$ cat src/rtl/qpsk_dibit_framer.sv
// Purpose : frames a payload byte stream for the QPSK mapper. It prepends an alternating preamble
//           and sends each byte as four dibits, MSB first. Optional CRC-8 trailer: define QPSK_DIBIT_FRAMER_CRC_EN.
// Latency : the first preamble strobe appears SYM_DIV+1 edges after the byte is accepted from IDLE.
// Backpressure: single-byte holding buffer, in_ready = !buf_full. A missed payload slot pulses underrun_o.
module qpsk_dibit_framer #(
  parameter int SYM_DIV = 4,
  parameter int PRE_LEN = 16
) (
  input  logic       CLK,
  input  logic       RST,
  input  logic       in_valid,
  input  logic [7:0] in_data,
  input  logic       in_last,
  output logic       in_ready,
  output logic       valid_o,
  output logic [1:0] data_o,
  output logic       sof_o,
  output logic       eof_o,
  output logic       busy_o,
  output logic       underrun_o
);

  localparam int CW = (SYM_DIV > 1) ? $clog2(SYM_DIV) : 1;
  localparam int PW = (PRE_LEN > 1) ? $clog2(PRE_LEN) : 1;
  localparam logic [CW-1:0] CNT_MAX = CW'(SYM_DIV - 1);
  localparam logic [PW-1:0] PRE_MAX = PW'(PRE_LEN - 1);

  localparam logic [1:0] S_IDLE = 2'd0;
  localparam logic [1:0] S_PRE  = 2'd1;
  localparam logic [1:0] S_PAY  = 2'd2;
`ifdef QPSK_DIBIT_FRAMER_CRC_EN
  localparam logic [1:0] S_CRC  = 2'd3;
`endif

  logic [1:0]    state;
  logic [CW-1:0] cnt;
  logic [PW-1:0] pidx;
  logic [1:0]    didx;
  logic [7:0]    buf_dat;
  logic          buf_last;
  logic          buf_full;
  logic [7:0]    sr;
  logic          sr_last;
  logic          tick;
  logic          accept;
  logic          load;

`ifdef QPSK_DIBIT_FRAMER_CRC_EN
  logic [7:0] crc;

  // Bytewise CRC-8, polynomial 0x07, MSB first
  function automatic logic [7:0] crc8_byte(input logic [7:0] c, input logic [7:0] d);
    logic [7:0] r;
    r = c ^ d;
    for (int i = 0; i < 8; i++) begin
      r = r[7] ? ((r << 1) ^ 8'h07) : (r << 1);
    end
    return r;
  endfunction
`endif

  assign tick     = (cnt == CNT_MAX);
  assign in_ready = RST & ~buf_full;
  assign accept   = in_valid & in_ready;
  assign load     = (state == S_PAY) & tick & (didx == 2'd0) & buf_full;

  // Holding buffer: filled by the handshake and drained when the FSM loads the shift register
  always_ff @(posedge CLK or negedge RST) begin
    if (!RST) begin
      buf_full <= 1'b0;
      buf_dat  <= 8'h00;
      buf_last <= 1'b0;
    end else if (accept) begin
      buf_full <= 1'b1;
      buf_dat  <= in_data;
      buf_last <= in_last;
    end else if (load) begin
      buf_full <= 1'b0;
    end
  end

  // Framing FSM: symbol timer, preamble/payload/trailer sequencing and registered output strobes
  always_ff @(posedge CLK or negedge RST) begin
    if (!RST) begin
      state      <= S_IDLE;
      cnt        <= '0;
      pidx       <= '0;
      didx       <= 2'd0;
      sr         <= 8'h00;
      sr_last    <= 1'b0;
      valid_o    <= 1'b0;
      data_o     <= 2'b00;
      sof_o      <= 1'b0;
      eof_o      <= 1'b0;
      busy_o     <= 1'b0;
      underrun_o <= 1'b0;
`ifdef QPSK_DIBIT_FRAMER_CRC_EN
      crc        <= 8'h00;
`endif
    end else begin
      valid_o    <= 1'b0;
      sof_o      <= 1'b0;
      eof_o      <= 1'b0;
      underrun_o <= 1'b0;
      busy_o     <= (state != S_IDLE);
      if (state == S_IDLE) cnt <= '0;
      else                 cnt <= tick ? '0 : cnt + CW'(1);
      case (state)
        S_IDLE: begin
          if (buf_full) begin
            state <= S_PRE;
            pidx  <= '0;
`ifdef QPSK_DIBIT_FRAMER_CRC_EN
            crc   <= 8'h00;
`endif
          end
        end
        S_PRE: begin
          if (tick) begin
            valid_o <= 1'b1;
            data_o  <= pidx[0] ? 2'b11 : 2'b00;
            sof_o   <= (pidx == '0);
            if (pidx == PRE_MAX) begin
              state <= S_PAY;
              didx  <= 2'd0;
            end else begin
              pidx <= pidx + PW'(1);
            end
          end
        end
        S_PAY: begin
          if (tick) begin
            if (didx == 2'd0) begin
              if (buf_full) begin
                valid_o <= 1'b1;
                data_o  <= buf_dat[7:6];
                sr      <= {buf_dat[5:0], 2'b00};
                sr_last <= buf_last;
                didx    <= 2'd1;
`ifdef QPSK_DIBIT_FRAMER_CRC_EN
                crc     <= crc8_byte(crc, buf_dat);
`endif
              end else begin
                underrun_o <= 1'b1;
              end
            end else begin
              valid_o <= 1'b1;
              data_o  <= sr[7:6];
              sr      <= {sr[5:0], 2'b00};
              didx    <= didx + 2'd1;
              if (didx == 2'd3 && sr_last) begin
`ifdef QPSK_DIBIT_FRAMER_CRC_EN
                state <= S_CRC;
                sr    <= crc;
`else
                state <= S_IDLE;
                eof_o <= 1'b1;
`endif
              end
            end
          end
        end
`ifdef QPSK_DIBIT_FRAMER_CRC_EN
        S_CRC: begin
          if (tick) begin
            valid_o <= 1'b1;
            data_o  <= sr[7:6];
            sr      <= {sr[5:0], 2'b00};
            didx    <= didx + 2'd1;
            if (didx == 2'd3) begin
              state <= S_IDLE;
              eof_o <= 1'b1;
            end
          end
        end
`endif
        default: state <= S_IDLE;
      endcase
    end
  end

endmodule

$ cat config.mk
export PLATFORM = sky130hd
export DESIGN_NAME = qpsk_dibit_framer
export DESIGN_NICKNAME = d
export VERILOG_FILES = /design/src/rtl/qpsk_dibit_framer.sv
export SDC_FILE = /design/constraint.sdc
export NUM_CORES = 1
export LEC_CHECK = 0
export ABC_AREA = 1
export CELL_PAD_IN_SITES_DETAIL_PLACEMENT = 2
export CELL_PAD_IN_SITES_GLOBAL_PLACEMENT = 2
export CORE_UTILIZATION = 33
export CTS_CLUSTER_SIZE = 12
export DETAILED_ROUTE_END_ITERATION = 12
export PLACE_DENSITY = 0.86
export SETUP_SLACK_MARGIN = 0.5
export SYNTH_ARGS = -nofsm -noshare
export SYNTH_HDL_FRONTEND = slang
export SYNTH_SLANG_ARGS = --single-unit
$ cat constraint.sdc
create_clock -name CLK -period 1.7 [get_ports CLK]
set_clock_uncertainty 0.1 [all_clocks]
set_input_delay 0.34 -clock CLK [delete_from_list [all_inputs] [get_ports CLK]]
set_output_delay 0.34 -clock CLK [all_outputs]
set_load 0.005 [all_outputs]
==> impl_results.html, run 1 <==
<table>
<tr><th>Metric</th><th>Value</th></tr>
<tr><th colspan="2">Yosys</th></tr>
<tr><td>Mean post-synth cell area</td><td>8.156 um2</td></tr>
<tr><td>Flops &amp; latches, synth</td><td>34</td></tr>
<tr><td>Most frequently used cell type in the post-synthesis netlist</td><td>nand2_1</td></tr>
<tr><td>Gate count of the mapped netlist</td><td>212</td></tr>
<tr><td>Sequential fraction of the synthesis area</td><td>49.20%</td></tr>
<tr><td>List of most frequent post-synthesis cells</td><td>68 x nand2_1, 34 x dfrtp_1, 26 x inv_1</td></tr>
<tr><td>Fraction of post-synthesis cell area in the top cell type by area</td><td>49.20%</td></tr>
<tr><td>Fraction of registers with async set or reset after synthesis</td><td>100.0%</td></tr>
<tr><td>Warning count from the yosys run</td><td>0</td></tr>
<tr><td>Cell taking the most area after synthesis</td><td>dfrtp_1</td></tr>
<tr><td>Number of synthesized flops with an enable pin</td><td>0</td></tr>
<tr><td>Cell Area, Synth</td><td>1729 um2</td></tr>
<tr><td>Number of different library cells in the post-synthesis netlist</td><td>19</td></tr>
<tr><td>Predominant post-synthesis flop cell</td><td>dfrtp_1</td></tr>
<tr><td>Syn nets</td><td>236</td></tr>
<tr><td>Leading post-synthesis cells by cell area</td><td>dfrtp_1 49%, nand2_1 15%, ha_1 8.7%, o21ai_0 6.4%, inv_1 5.6%</td></tr>
<tr><th colspan="2">Run status</th></tr>
<tr><td>Fail Step</td><td>global routing</td></tr>
<tr><td>First Error</td><td>[ERROR DPL-0033] detailed placement checks failed during check placement.</td></tr>
<tr><td>Run status</td><td>aborted with a tool error</td></tr>
<tr><th colspan="2">Clock tree</th></tr>
<tr><td>Clock root buffer</td><td>clkbuf_8</td></tr>
<tr><td>Number of CTS-inserted buffers</td><td>5</td></tr>
<tr><td>H-tree lvl count</td><td>2</td></tr>
<tr><td>Max clock buf depth</td><td>2</td></tr>
<tr><td>TritonCTS Sinks</td><td>34</td></tr>
<tr><th colspan="2">Place</th></tr>
<tr><td>Number of input and output port buffers inserted</td><td>19</td></tr>
<tr><td>Half-perimeter wire length after placement</td><td>3.473 mm</td></tr>
<tr><td>Area of placed instances</td><td>2096 um2</td></tr>
<tr><td>Final estimated routing congestion in global placement</td><td>0.7263</td></tr>
<tr><th colspan="2">Floorplan</th></tr>
<tr><td>Starting density of the core</td><td>35.44%</td></tr>
<tr><td>Floorplan die width</td><td>74.39 um</td></tr>
<tr><td>I/O pin total</td><td>20</td></tr>
<tr><td>Site Rows</td><td>25</td></tr>
<tr><td>Die Height</td><td>74.39 um</td></tr>
<tr><th colspan="2">Timing</th></tr>
<tr><td>Pin type at the end of the worst path</td><td>sequential cell input</td></tr>
<tr><td>Worst endpoint, post-GRT repair</td><td>pidx[1]$_DFFE_PN0P_/D</td></tr>
<tr><th colspan="2">Global routing</th></tr>
<tr><td>Pin count of the biggest net entering global routing</td><td>35</td></tr>
<tr><td>Number of antenna violations at the first check in global routing</td><td>0</td></tr>
</table>
-- per-stage QoR --
stage / setup slack, ns / util [%] / std cells
4_1_cts: 0.2312 / 50.03 / 325
3_5_place_dp: -0.2632 / 42.95 / 299
3_3_place_gp: -0.2658 / 42.95 / 299
2_1_floorplan: 0.3485 / - / 212
-- repair_timing --
action,CTS
hold buffers,0
cloned,1
gates resized for setup,84
endpoints found under the setup margin,38
endpoints found under the hold margin,0
setup buffers,17
pin swaps,17
-- cell families after synthesis --
| kind of cell | Yosys count | synth area share, % |
|---|---|---|
| AOI/OAI and AO/OA | 25 | 7.236 |
| adders and majority gates | 12 | 8.683 |
| buffers and inverters | 32 | 7.814 |
| DFF | 34 | 49.20 |
| and+or+nand+nor | 109 | 27.06 |
==> run 2: changes to the inputs <==
CELL_PAD_IN_SITES_DETAIL_PLACEMENT = not set   (was 2)
CELL_PAD_IN_SITES_GLOBAL_PLACEMENT = not set   (was 2)
CORE_UTILIZATION = 31   (was 33)
CTS_CLUSTER_SIZE = not set   (was 12)
PLACE_DENSITY = not set   (was 0.86)
PLACE_DENSITY_LB_ADDON = 0.15   (was not set)
SETUP_SLACK_MARGIN = not set   (was 0.5)
==> impl_results.html, run 2 <==
<table>
<tr><th>Metric</th><th>Value</th></tr>
<tr><th colspan="2">Timing</th></tr>
<tr><td>Relative slew slack</td><td>71.40%</td></tr>
<tr><td>Tcrit/Tclk final</td><td>95.78%</td></tr>
<tr><td>Maximum clock rate</td><td>614.2 MHz</td></tr>
<tr><td>Final-report hold violation count</td><td>0</td></tr>
<tr><td>RSZ-0062 raised after global routing</td><td>no</td></tr>
<tr><td>Slew at the pin closest to its max-slew limit</td><td>0.4290 ns</td></tr>
<tr><td>Max-slew violation total from the final report</td><td>0</td></tr>
<tr><td>Final-report setup violation count</td><td>0</td></tr>
<tr><td>Setup total negative slack</td><td>0 ns</td></tr>
<tr><td>Final worst setup slack</td><td>0.07176 ns</td></tr>
<tr><td>Min Clock Period, post-route</td><td>1.628 ns</td></tr>
<tr><th colspan="2">Clock tree</th></tr>
<tr><td>Clock root buffer</td><td>clkbuf_8</td></tr>
<tr><td>CTS tree</td><td>yes</td></tr>
<tr><td>Hold-fix buffer count after cts</td><td>0</td></tr>
<tr><td>H-tree lvl count</td><td>2</td></tr>
<tr><td>Reg clk slew, reported paths</td><td>0.07 ns</td></tr>
<tr><td>Number of CTS-inserted buffers</td><td>5</td></tr>
<tr><td>Post-CTS setup buffer count</td><td>0</td></tr>
<tr><td>Max clock buf depth</td><td>2</td></tr>
<tr><td>TritonCTS Sinks</td><td>34</td></tr>
<tr><td>Clock latency reported for the late side of the worst-skew pair</td><td>0.28 ns</td></tr>
<tr><th colspan="2">Yosys</th></tr>
<tr><td>Area share of xor/xnor cells in the synthesized design</td><td>0%</td></tr>
<tr><td>Fraction of post-synthesis cell area in the top cell type by area</td><td>49.20%</td></tr>
<tr><td>List of most frequent post-synthesis cells</td><td>68 x nand2_1, 34 x dfrtp_1, 26 x inv_1</td></tr>
<tr><td>Most frequently used cell type in the post-synthesis netlist</td><td>nand2_1</td></tr>
<tr><td>Leading post-synthesis cells by cell area</td><td>dfrtp_1 49%, nand2_1 15%, ha_1 8.7%, o21ai_0 6.4%, inv_1 5.6%</td></tr>
<tr><td>Main combinational cell family by area after synthesis</td><td>simple AND/OR/NAND/NOR gates</td></tr>
<tr><td>Cell Area, Synth</td><td>1729 um2</td></tr>
<tr><td>Gate count of the mapped netlist</td><td>212</td></tr>
<tr><td>Number of different library cells in the post-synthesis netlist</td><td>19</td></tr>
<tr><td>Share of the synthesized area in compound gates (AO/OA/AOI/OAI)</td><td>7.236%</td></tr>
<tr><td>Flops &amp; latches, synth</td><td>34</td></tr>
<tr><td>Mean post-synth cell area</td><td>8.156 um2</td></tr>
<tr><td>Adder-Cell Fraction of Synth Area</td><td>8.683%</td></tr>
<tr><td>Post-Synth Simple-Gate Area</td><td>27.06%</td></tr>
<tr><td>Multiplexer share of the synthesized area</td><td>0%</td></tr>
<tr><td>Syn nets</td><td>236</td></tr>
<tr><td>Sequential fraction of the synthesis area</td><td>49.20%</td></tr>
<tr><td>Warning count from the yosys run</td><td>0</td></tr>
<tr><td>Number of synthesized flops with an enable pin</td><td>0</td></tr>
<tr><td>Fraction of registers with async set or reset after synthesis</td><td>100.0%</td></tr>
<tr><td>Cell taking the most area after synthesis</td><td>dfrtp_1</td></tr>
<tr><td>Predominant post-synthesis flop cell</td><td>dfrtp_1</td></tr>
<tr><th colspan="2">Floorplan</th></tr>
<tr><td>Floorplan die width</td><td>76.69 um</td></tr>
<tr><td>Die area</td><td>5881 um2</td></tr>
<tr><td>Starting density of the core</td><td>33.01%</td></tr>
<tr><td>Site Rows</td><td>26</td></tr>
<tr><td>Die Height</td><td>76.69 um</td></tr>
<tr><td>Core Footprint</td><td>5238 um2</td></tr>
<tr><td>I/O pin total</td><td>20</td></tr>
<tr><th colspan="2">Final layout</th></tr>
<tr><td>Most frequent standard cell in the layout excluding fill and tap cells</td><td>nand2_1</td></tr>
<tr><td>Area overhead of the layout relative to synthesis</td><td>24.67%</td></tr>
<tr><td>Max reg flops</td><td>8</td></tr>
<tr><td>Most flop-heavy register</td><td>buf_dat</td></tr>
<tr><td>Diode insertion count for antenna repair</td><td>0</td></tr>
<tr><td>Commonest cells after routing, fill and taps aside</td><td>68 x nand2_1, 34 x dfrtp_1, 26 x inv_1</td></tr>
<tr><td>Share of cells above drive strength 1</td><td>10.70%</td></tr>
<tr><td>Non-filler cells, final</td><td>313</td></tr>
<tr><td>Fin nets</td><td>266</td></tr>
<tr><td>Utilization after layout</td><td>41.16%</td></tr>
<tr><td>Registers with the most flip-flops</td><td>buf_dat x8, sr x6, pidx x4</td></tr>
<tr><td>Fillcell total</td><td>535</td></tr>
<tr><th colspan="2">Power and ir drop</th></tr>
<tr><td>Net switching component of the power</td><td>0.3204 mW</td></tr>
<tr><td>Cell-internal power</td><td>1.174 mW</td></tr>
<tr><td>Max VDD drop</td><td>0.0002178 V</td></tr>
<tr><td>Fraction of power consumed by sequential logic</td><td>55.0%</td></tr>
<tr><td>Relative contribution of combinational cells to total power</td><td>3.9%</td></tr>
<tr><td>Switching Fraction</td><td>21.44%</td></tr>
<tr><td>Areal power density over the cells</td><td>693.1 nW/um2</td></tr>
<tr><td>Final Power</td><td>1.494 mW</td></tr>
<tr><td>Cell leakage power</td><td>1.066 nW</td></tr>
<tr><td>Clock power share</td><td>41.0%</td></tr>
<tr><th colspan="2">Global routing</th></tr>
<tr><td>Wire length of the first global-routing pass</td><td>6.465 mm</td></tr>
<tr><td>GR met2 Demand/Resource</td><td>21.34%</td></tr>
<tr><td>Vias in the first global route</td><td>1386</td></tr>
<tr><td>Busiest grt layer</td><td>met2</td></tr>
<tr><td>Met3 usage in global routing</td><td>2.500%</td></tr>
<tr><td>Pin count of the biggest net entering global routing</td><td>35</td></tr>
<tr><td>GRT Resource Usage Total</td><td>14.08%</td></tr>
<tr><td>Overflow after GRT</td><td>0</td></tr>
<tr><td>Number of antenna violations at the first check in global routing</td><td>0</td></tr>
<tr><td>Met1 capacity usage during global routing</td><td>19.26%</td></tr>
<tr><th colspan="2">Critical path</th></tr>
<tr><td>CP cell instances</td><td>clkdlybuf4s50_1 &gt; inv_1 &gt; nor2_2 &gt; dlygate4sd2_1</td></tr>
<tr><td>Crit Reg-Reg Endpoint</td><td>pidx[1]$_DFFE_PN0P_</td></tr>
<tr><td>Crit end category</td><td>output port</td></tr>
<tr><td>Required time at the endpoint of the critical path</td><td>1.26 ns</td></tr>
<tr><td>Worst-path fanout max</td><td>2</td></tr>
<tr><td>FF-to-FF Start</td><td>state[0]$_DFFE_PN0P_</td></tr>
<tr><td>Startpoint type of the worst setup path</td><td>input pin</td></tr>
<tr><td>Start point of the critical path</td><td>RST</td></tr>
<tr><td>Arrival @ worst endpoint</td><td>1.19 ns</td></tr>
<tr><td>Standard cell with the maximum stage delay on the critical path</td><td>clkdlybuf4s50_1</td></tr>
<tr><td>Slowest Stage Delay on Critical Path</td><td>0.47 ns</td></tr>
<tr><td>Crit Path Class</td><td>input pin to output port</td></tr>
<tr><td>Number of cells on the worst reg-to-reg path</td><td>7</td></tr>
<tr><td>R2r setup slk</td><td>0.18 ns</td></tr>
<tr><th colspan="2">Detailed routing</th></tr>
<tr><td>Average wire per cell in the routed design</td><td>11.03 um</td></tr>
<tr><td>Routed Wire Length</td><td>3.453 mm</td></tr>
<tr><td>TritonRoute pass-1 iters</td><td>4</td></tr>
<tr><td>Detail-routed via count per cell</td><td>4.403</td></tr>
<tr><td>Count of routing violations after the opening detailed-route iteration</td><td>73</td></tr>
<tr><td>Antenna-violating nets left</td><td>0</td></tr>
<tr><td>Total vias in the final route</td><td>1378</td></tr>
<tr><td>Number of remaining DRC errors</td><td>0</td></tr>
<tr><th colspan="2">Min path</th></tr>
<tr><td>Type of the tightest min-delay check</td><td>input pin to asynchronous set/reset pin</td></tr>
<tr><th colspan="2">Place</th></tr>
<tr><td>Worst slack at placement</td><td>-0.2410 ns</td></tr>
<tr><td>Post-placement cell count</td><td>305</td></tr>
<tr><td>Number of input and output port buffers inserted</td><td>19</td></tr>
<tr><td>Half-perimeter wire length after placement</td><td>2.536 mm</td></tr>
<tr><td>Final estimated routing congestion in global placement</td><td>0.7248</td></tr>
<tr><th colspan="2">Run status</th></tr>
<tr><td>Run status</td><td>finished, final reports clean</td></tr>
<tr><th colspan="2">Run</th></tr>
<tr><td>Max_cap viols</td><td>0</td></tr>
</table>
run 2: kinds of logic (layout without fill, tap and decap cells):
group | after synthesis | count (layout)
AOI/OAI and AO/OA | 25 | 25
and+or+nand+nor | 109 | 109
buffers and inverters | 32 | 63
DFF | 34 | 34
adders and majority gates | 12 | 12
run 2: timing repair:
| item | 4_1_cts | 5_1_grt |
|---|---|---|
| endpoints found under the hold margin | 0 | 0 |
| gates resized for setup | 2 | 5 |
| endpoints found under the setup margin | 1 | 5 |
run 2: how the worst max path moves through the flow:
| stage | cells after the start | end |
|---|---|---|
| 2_1_floorplan | 8 | didx[0]$_DFFE_PN0P_ |
| 3_3_place_gp | 4 | in_ready |
| 3_5_place_dp | 4 | in_ready |
| 4_1_cts | 4 | in_ready |
| 5_1_grt | 7 | sr[2]$_DFFE_PN0P_ |
| 6_report | 4 | in_ready |
run 2: final cells by class:
class                   count  area [um2]  share of cell area [%]
clock inverters             1       5.005                  0.2322
flip-flops and latches     34       850.8                   39.47
repair buffers             28       269.0                   12.48
multi-input cells         146       755.7                   35.06
inverters                  27       101.3                   4.701
well taps                  70       87.58                   4.063
clock buffers               7       86.33                   4.005
run 2: power groups by stage:
stage	Clock [mW]	Sequential (mW)	Combinational, mW
4_1_cts	0.643	0.822	0.0619
3_5_place_dp	0	0.837	0.0614
2_1_floorplan	0	0.836	0.0135
3_3_place_gp	0	0.838	0.0600
6_report	0.613	0.822	0.0587
5_1_grt	0.675	0.823	0.0682
run 2: layer usage:
layer / vias up / wire, um
met1: 622 / 1875
li1: 735 / -
met5: - / 0
met3: 5 / 74
met2: 16 / 1440
met4: 0 / 63
run 2: metrics by stage:
stage	cell area (um2)	hold WS [ns]
2_1_floorplan	1729	-0.05559
3_3_place_gp	2053	0.3630
3_5_place_dp	2053	0.3637
4_1_cts	2146	0.3822
5_1_grt	2156	0.4165
6_report	2156	0.3758
run 2: worst max-delay path, delay by kind of cell:
kind          cells  cell delay [ns]
buf+inv           3             0.76
simple gates      1             0.09
(Power assumes the default switching activity.)
